==> config.mk <==
export PLATFORM = sky130hd
export DESIGN_NAME = mux_nx1_reg_64_flat
export DESIGN_NICKNAME = d
export VERILOG_FILES = /design/src/rtl/mux_nx1_reg_64_if.sv /design/src/rtl/mux_nx1_reg_64.sv /design/src/flat_wrapper.sv
export SDC_FILE = /design/constraint.sdc
export NUM_CORES = 1
export LEC_CHECK = 0
export ABC_AREA = 1
export CAP_MARGIN = 0
export CORE_UTILIZATION = 40
export DETAILED_ROUTE_END_ITERATION = 8
export GPL_TIMING_DRIVEN = 0
export PLACE_DENSITY_LB_ADDON = 0.25
export SLEW_MARGIN = 20
export SYNTH_ARGS = -nofsm -noshare
export SYNTH_HDL_FRONTEND = slang
export SYNTH_SLANG_ARGS = --single-unit
==> constraint.sdc <==
create_clock -name clk -period 2.8 [get_ports clk]
set_clock_uncertainty 0.2 [all_clocks]
set_input_delay 0.84 -clock clk [delete_from_list [all_inputs] [get_ports clk]]
set_output_delay 0.84 -clock clk [all_outputs]
set_load 0.005 [all_outputs]
==> src/rtl/mux_nx1_reg_64_if.sv <==
// Handshake bundle for mux_nx1_reg_64: flattened input channels with select, plus registered output.
// The master side drives the word/select pair and out_ready; the slave side is the mux itself.
interface mux_nx1_reg_64_if #(
  parameter int unsigned WIDTH = 64,
  parameter int unsigned N     = 4
);
  localparam int unsigned SELW = (N > 1) ? $clog2(N) : 1;

  logic [N*WIDTH-1:0] in_flat;
  logic [SELW-1:0]    sel;
  logic               in_valid;
  logic               in_ready;
  logic [WIDTH-1:0]   out;
  logic               out_valid;
  logic               out_ready;
  logic               sel_err;

  modport master (
    output in_flat, sel, in_valid, out_ready,
    input  in_ready, out, out_valid, sel_err
  );

  modport slave (
    input  in_flat, sel, in_valid, out_ready,
    output in_ready, out, out_valid, sel_err
  );
endinterface

==> src/rtl/mux_nx1_reg_64.sv <==
// Registered N:1 word mux with valid/ready handshake and a two-entry skid buffer.
// Out-of-range selects still complete as a zero word and raise a one-cycle sel_err.
module mux_nx1_reg_64 #(
  parameter int unsigned WIDTH = 64,
  parameter int unsigned N     = 4
) (
  input logic               clk,
  input logic               rst,
  mux_nx1_reg_64_if.slave   bus
);

  logic [1:0]       count_q, count_d;
  logic [WIDTH-1:0] head_q, head_d;
  logic [WIDTH-1:0] tail_q, tail_d;
  logic             in_ready_q, in_ready_d;
  logic             sel_err_q, sel_err_d;

  logic             accept, pop, in_range;
  logic [WIDTH-1:0] word;

  assign accept = bus.in_valid && in_ready_q;
  assign pop    = (count_q != 2'd0) && bus.out_ready;

  // Channel decode; an unmatched select leaves the word at zero.
  always_comb begin
    word     = '0;
    in_range = (32'(bus.sel) < N);
    for (int unsigned k = 0; k < N; k++) begin
      if (32'(bus.sel) == k) begin
        word = bus.in_flat[k*WIDTH +: WIDTH];
      end
    end
  end

  always_comb begin
    count_d = count_q;
    head_d  = head_q;
    tail_d  = tail_q;
    unique case ({accept, pop})
      2'b10: begin
        if (count_q == 2'd0) begin
          head_d = word;
        end else begin
          tail_d = word;
        end
        count_d = count_q + 2'd1;
      end
      2'b01: begin
        head_d  = tail_q;
        count_d = count_q - 2'd1;
      end
      // Accept with pop only happens at count 1 since a full buffer deasserts in_ready.
      2'b11: head_d = word;
      default: ;
    endcase
    in_ready_d = (count_d != 2'd2) && !rst;
    sel_err_d  = accept && !in_range;
  end

  always_ff @(posedge clk) begin
    if (rst) begin
      count_q    <= 2'd0;
      head_q     <= '0;
      tail_q     <= '0;
      in_ready_q <= 1'b0;
      sel_err_q  <= 1'b0;
    end else begin
      count_q    <= count_d;
      head_q     <= head_d;
      tail_q     <= tail_d;
      in_ready_q <= in_ready_d;
      sel_err_q  <= sel_err_d;
    end
  end

  always_comb begin
    bus.in_ready  = in_ready_q;
    bus.out_valid = (count_q != 2'd0);
    bus.out       = (count_q != 2'd0) ? head_q : '0;
    bus.sel_err   = sel_err_q;
  end

endmodule
==> src/flat_wrapper.sv <==
// flat-port wrapper written by rule: the top's interface ports become plain ports
module mux_nx1_reg_64_flat 
#(
  parameter int unsigned WIDTH = 64,
  parameter int unsigned N     = 4
)
  (clk, rst, bus_in_flat, bus_sel, bus_in_valid, bus_out_ready, bus_in_ready, bus_out, bus_out_valid, bus_sel_err);
  mux_nx1_reg_64_if #(.WIDTH(WIDTH), .N(N)) bus_i ();
  input logic clk;
  input logic rst;
  input wire logic [$bits(bus_i.in_flat)-1:0] bus_in_flat;
  input wire logic [$bits(bus_i.sel)-1:0] bus_sel;
  input wire logic [$bits(bus_i.in_valid)-1:0] bus_in_valid;
  input wire logic [$bits(bus_i.out_ready)-1:0] bus_out_ready;
  output wire logic [$bits(bus_i.in_ready)-1:0] bus_in_ready;
  output wire logic [$bits(bus_i.out)-1:0] bus_out;
  output wire logic [$bits(bus_i.out_valid)-1:0] bus_out_valid;
  output wire logic [$bits(bus_i.sel_err)-1:0] bus_sel_err;
  assign bus_i.in_flat = bus_in_flat;
  assign bus_i.sel = bus_sel;
  assign bus_i.in_valid = bus_in_valid;
  assign bus_i.out_ready = bus_out_ready;
  assign bus_in_ready = bus_i.in_ready;
  assign bus_out = bus_i.out;
  assign bus_out_valid = bus_i.out_valid;
  assign bus_sel_err = bus_i.sel_err;
  mux_nx1_reg_64 #(.WIDTH(WIDTH), .N(N)) u_core (.clk(clk), .rst(rst), .bus(bus_i));
endmodule
==> results_dict.tcl <==
set metrics [dict create \
    status "finished, final reports clean" \
    fin_crit_sh 0.967 \
    yosysWarnings 0 \
    grt_usage 0.306 \
    slew_violations 0 \
    cp-startpoint "u_core.count_q[0]$_SDFF_PP0_" \
    wire_per_inst_um 17.2 \
    rr_startpoint "u_core.count_q[0]$_SDFF_PP0_" \
    wl_met3_um 2240 \
    insertedDiodeCount 0 \
    fin_cells 1934 \
    seq_area_frac_synth 0.316 \
    r2r_end "u_core.head_q[7]$_SDFFE_PP0P_" \
    cp-start-kind "register" \
    clock.fmax_ghz 0.369 \
    maxCapViolCount 0 \
    wl_met1_um 14100 \
    postRouteAntennaNets 0 \
    met2WireLength_um 15800 \
    syn_to_final_growth_pct 52.3 \
    clockBufferDepth 2 \
    portBuffers 325 \
    cp-end-kind "primary output" \
    grt_pass1_wl_um 51200 \
    final_common_cell "clkdlybuf4s50_1" \
    avgSynthCellArea_um2 6.38 \
    multiInputGateArea_um2 4790 \
    hpwlAfterDp_um 24700 \
    clock_latency_ps 440 \
    seq_area_um2 2630 \
    syn_nets 1566 \
    layout_common_cells "263 x clkdlybuf4s50_1, 261 x nand2_1, 257 x nand3_1" \
    via_per_inst 5.30 \
    vias 10200 \
    p_per_area_nw_per_um2 715 \
    core_um2 20300 \
    critPathSlowestCell "dfxtp_4" \
    setup_viol 0 \
    nFillCells 1940 \
    grt_max_degree 17 \
    grt_pass1_vias 9750 \
    drive_gt1_frac 0.108 \
    nets 1915 \
    dpl.cell_count 1897 \
    cts_buffers 17 \
    detail_route.drc_violations 0 \
    antenna_found_initial 0 \
    path_cells "nor2_4, clkbuf_16, buf_8, buf_4, nor2_1, dlygate4sd2_1" \
    cts_tree "yes" \
    netlist_instances 1302 \
    whs_ps 311 \
    rr_worst_depth 12 \
    overflow 0 \
    rsz0062_at_grt "false" \
    netlist_area_um2 8300 \
    r2r_slack_ps 370 \
    p_leak_nw 5.71 \
    h-tree-depth 4 \
    hold_viol_final 0 \
    cp_slowest_stage_delay_ps 360 \
    num_rows 52 \
    critical_path_peak_fanout 7 \
    worstMarginPinSlew_ps 796 \
    hp-class "reg -> reg" \
    cts-root-buf "clkbuf_16" \
    firstDrtPassIters 7 \
    die-area_um2 21300 \
    slew_headroom 0.470 \
    clk_pin_slew_ps 60 \
    worstSetupPathType "reg -> out" \
    top_layer "met4" \
    drt_iter0_drc 734 \
    crit_path_end "bus_out[36]" \
    vdd.ir_drop.worst_v 0.000470 \
    wirelength_um 33300 \
    start_util 0.409 \
    die_y_um 146 \
    boundaryPins 329 \
    post-route-util 0.623 \
    yosys.cell_types.count 27 \
    cp.arrival_ps 1670 \
    finalWeightedCongestion 0.862 \
    worstPathRequired_ps 1760 \
    min_period_ps 2710 \
    die_x_um 146 \
    cts_sinks 131 \
    synth-seq-cells 131 \
]
-- worst min path at each step --
stage | start | endpoint | slack, ps | depth (start not counted)
5_1_grt | u_core.count_q[1]$_SDFF_PP0_ | u_core.count_q[1]$_SDFF_PP0_ | 340 | 2
6_report | u_core.count_q[1]$_SDFF_PP0_ | u_core.count_q[1]$_SDFF_PP0_ | 310 | 2
3_5_place_dp | u_core.count_q[1]$_SDFF_PP0_ | u_core.count_q[1]$_SDFF_PP0_ | 330 | 2
2_1_floorplan | u_core.count_q[1]$_SDFF_PP0_ | u_core.count_q[1]$_SDFF_PP0_ | 300 | 2
4_1_cts | u_core.count_q[1]$_SDFF_PP0_ | u_core.count_q[1]$_SDFF_PP0_ | 310 | 2
3_3_place_gp | u_core.tail_q[29]$_SDFFE_PP0P_ | u_core.tail_q[29]$_SDFFE_PP0P_ | 320 | 2
-- worst max-delay path, delay by kind of cell (launching register included) --
| kind | cells | cell delay [ps] |
|---|---|---|
| DFF | 1 | 360 |
| and+or+nand+nor | 2 | 180 |
| buffers and inverters | 4 | 690 |
-- sequential cells by signal, indices dropped and copies added, names as in the netlist --
register / count
u_core.tail_q: 64
u_core.head_q: 64
u_core.count_q: 2
u_core.bus.in_ready: 1
-- logic make-up (layout without fill, tap and decap cells) --
kind of cell | after synthesis | count (layout) | share of synthesized area
buffers and inverters | 191 | 553 | 0.108
AO/OA/AOI/OAI | 322 | 322 | 0.213
flip-flops | 131 | 131 | 0.316
AND/OR/NAND/NOR | 654 | 654 | 0.358
other | 1 | 1 | 0.000452
adder cells (fa/ha/maj) | 2 | 2 | 0.00301
XOR/XNOR | 1 | 1 | 0.00105
-- routing by layer --
layer / track usage / up-vias
met1: 0.385 / 4736
met4: 0.144 / 0
met5: 0 / -
met3: 0.0528 / 70
met2: 0.511 / 411
li1: - / 5028
-- per-stage QoR --
stage / setup slack, ps / TNS [ps] / total power, W / instance area, um^2
2_1_floorplan: 330 / 0 / 0.00490 / 8300
3_3_place_gp: -733 / -74160 / 0.00633 / 11900
3_5_place_dp: -763 / -73610 / 0.00639 / 11900
4_1_cts: -3.52 / -3.52 / 0.00897 / 12600
5_1_grt: 18.7 / 0 / 0.00958 / 12600
6_report: 92.0 / 0 / 0.00904 / 12600
-- Yosys cell counts --
cell type	instances	area share
buf_1	3	0.0014
or2_2	37	0.028
buf_2	62	0.037
nand4_1	1	0.00075
buf_6	9	0.012
clkinv_1	1	0.00045
xor2_1	1	0.0011
buf_4	8	0.0072
nand3_1	257	0.15
inv_1	71	0.032
nor2_8	1	0.0024
nor2_4	1	0.0014
nand2_4	1	0.0014
o21ai_0	128	0.077
a21boi_0	18	0.016
nand2_1	261	0.12
nor2_1	66	0.030
clkbuf_1	31	0.014
clkbuf_2	4	0.0024
a21boi_1	46	0.042
inv_2	2	0.00090
a21oi_1	130	0.078
dfxtp_1	131	0.32
ha_1	2	0.0030
nand2_2	1	0.00075
conb_1	1	0.00045
or2_1	28	0.021
-- what timing repair did --
action,CTS,global route
resized for setup,102,4
hold buffers,0,0
pin swaps,0,1
cloned,1,0
buffers inserted,4,1
endpoints found under the setup margin,134,121
-- power breakdown --
part           switching [W]  internal, W  total [W]
clock               0.000890      0.00156    0.00245
sequential          0.000192      0.00245    0.00264
combinational        0.00221      0.00173    0.00394
-- layout make-up --
class / count / area share
Multi-Input combinational cell: 980 / 0.379
Inverter: 74 / 0.0222
Buffer: 116 / 0.0567
Sequential cell: 131 / 0.208
Timing Repair Buffer: 331 / 0.257
Clock buffer: 20 / 0.0369
Tap cell: 270 / 0.0267
Clock inverter: 12 / 0.0140
No activity file was read; power rests on OpenSTA's default activity.
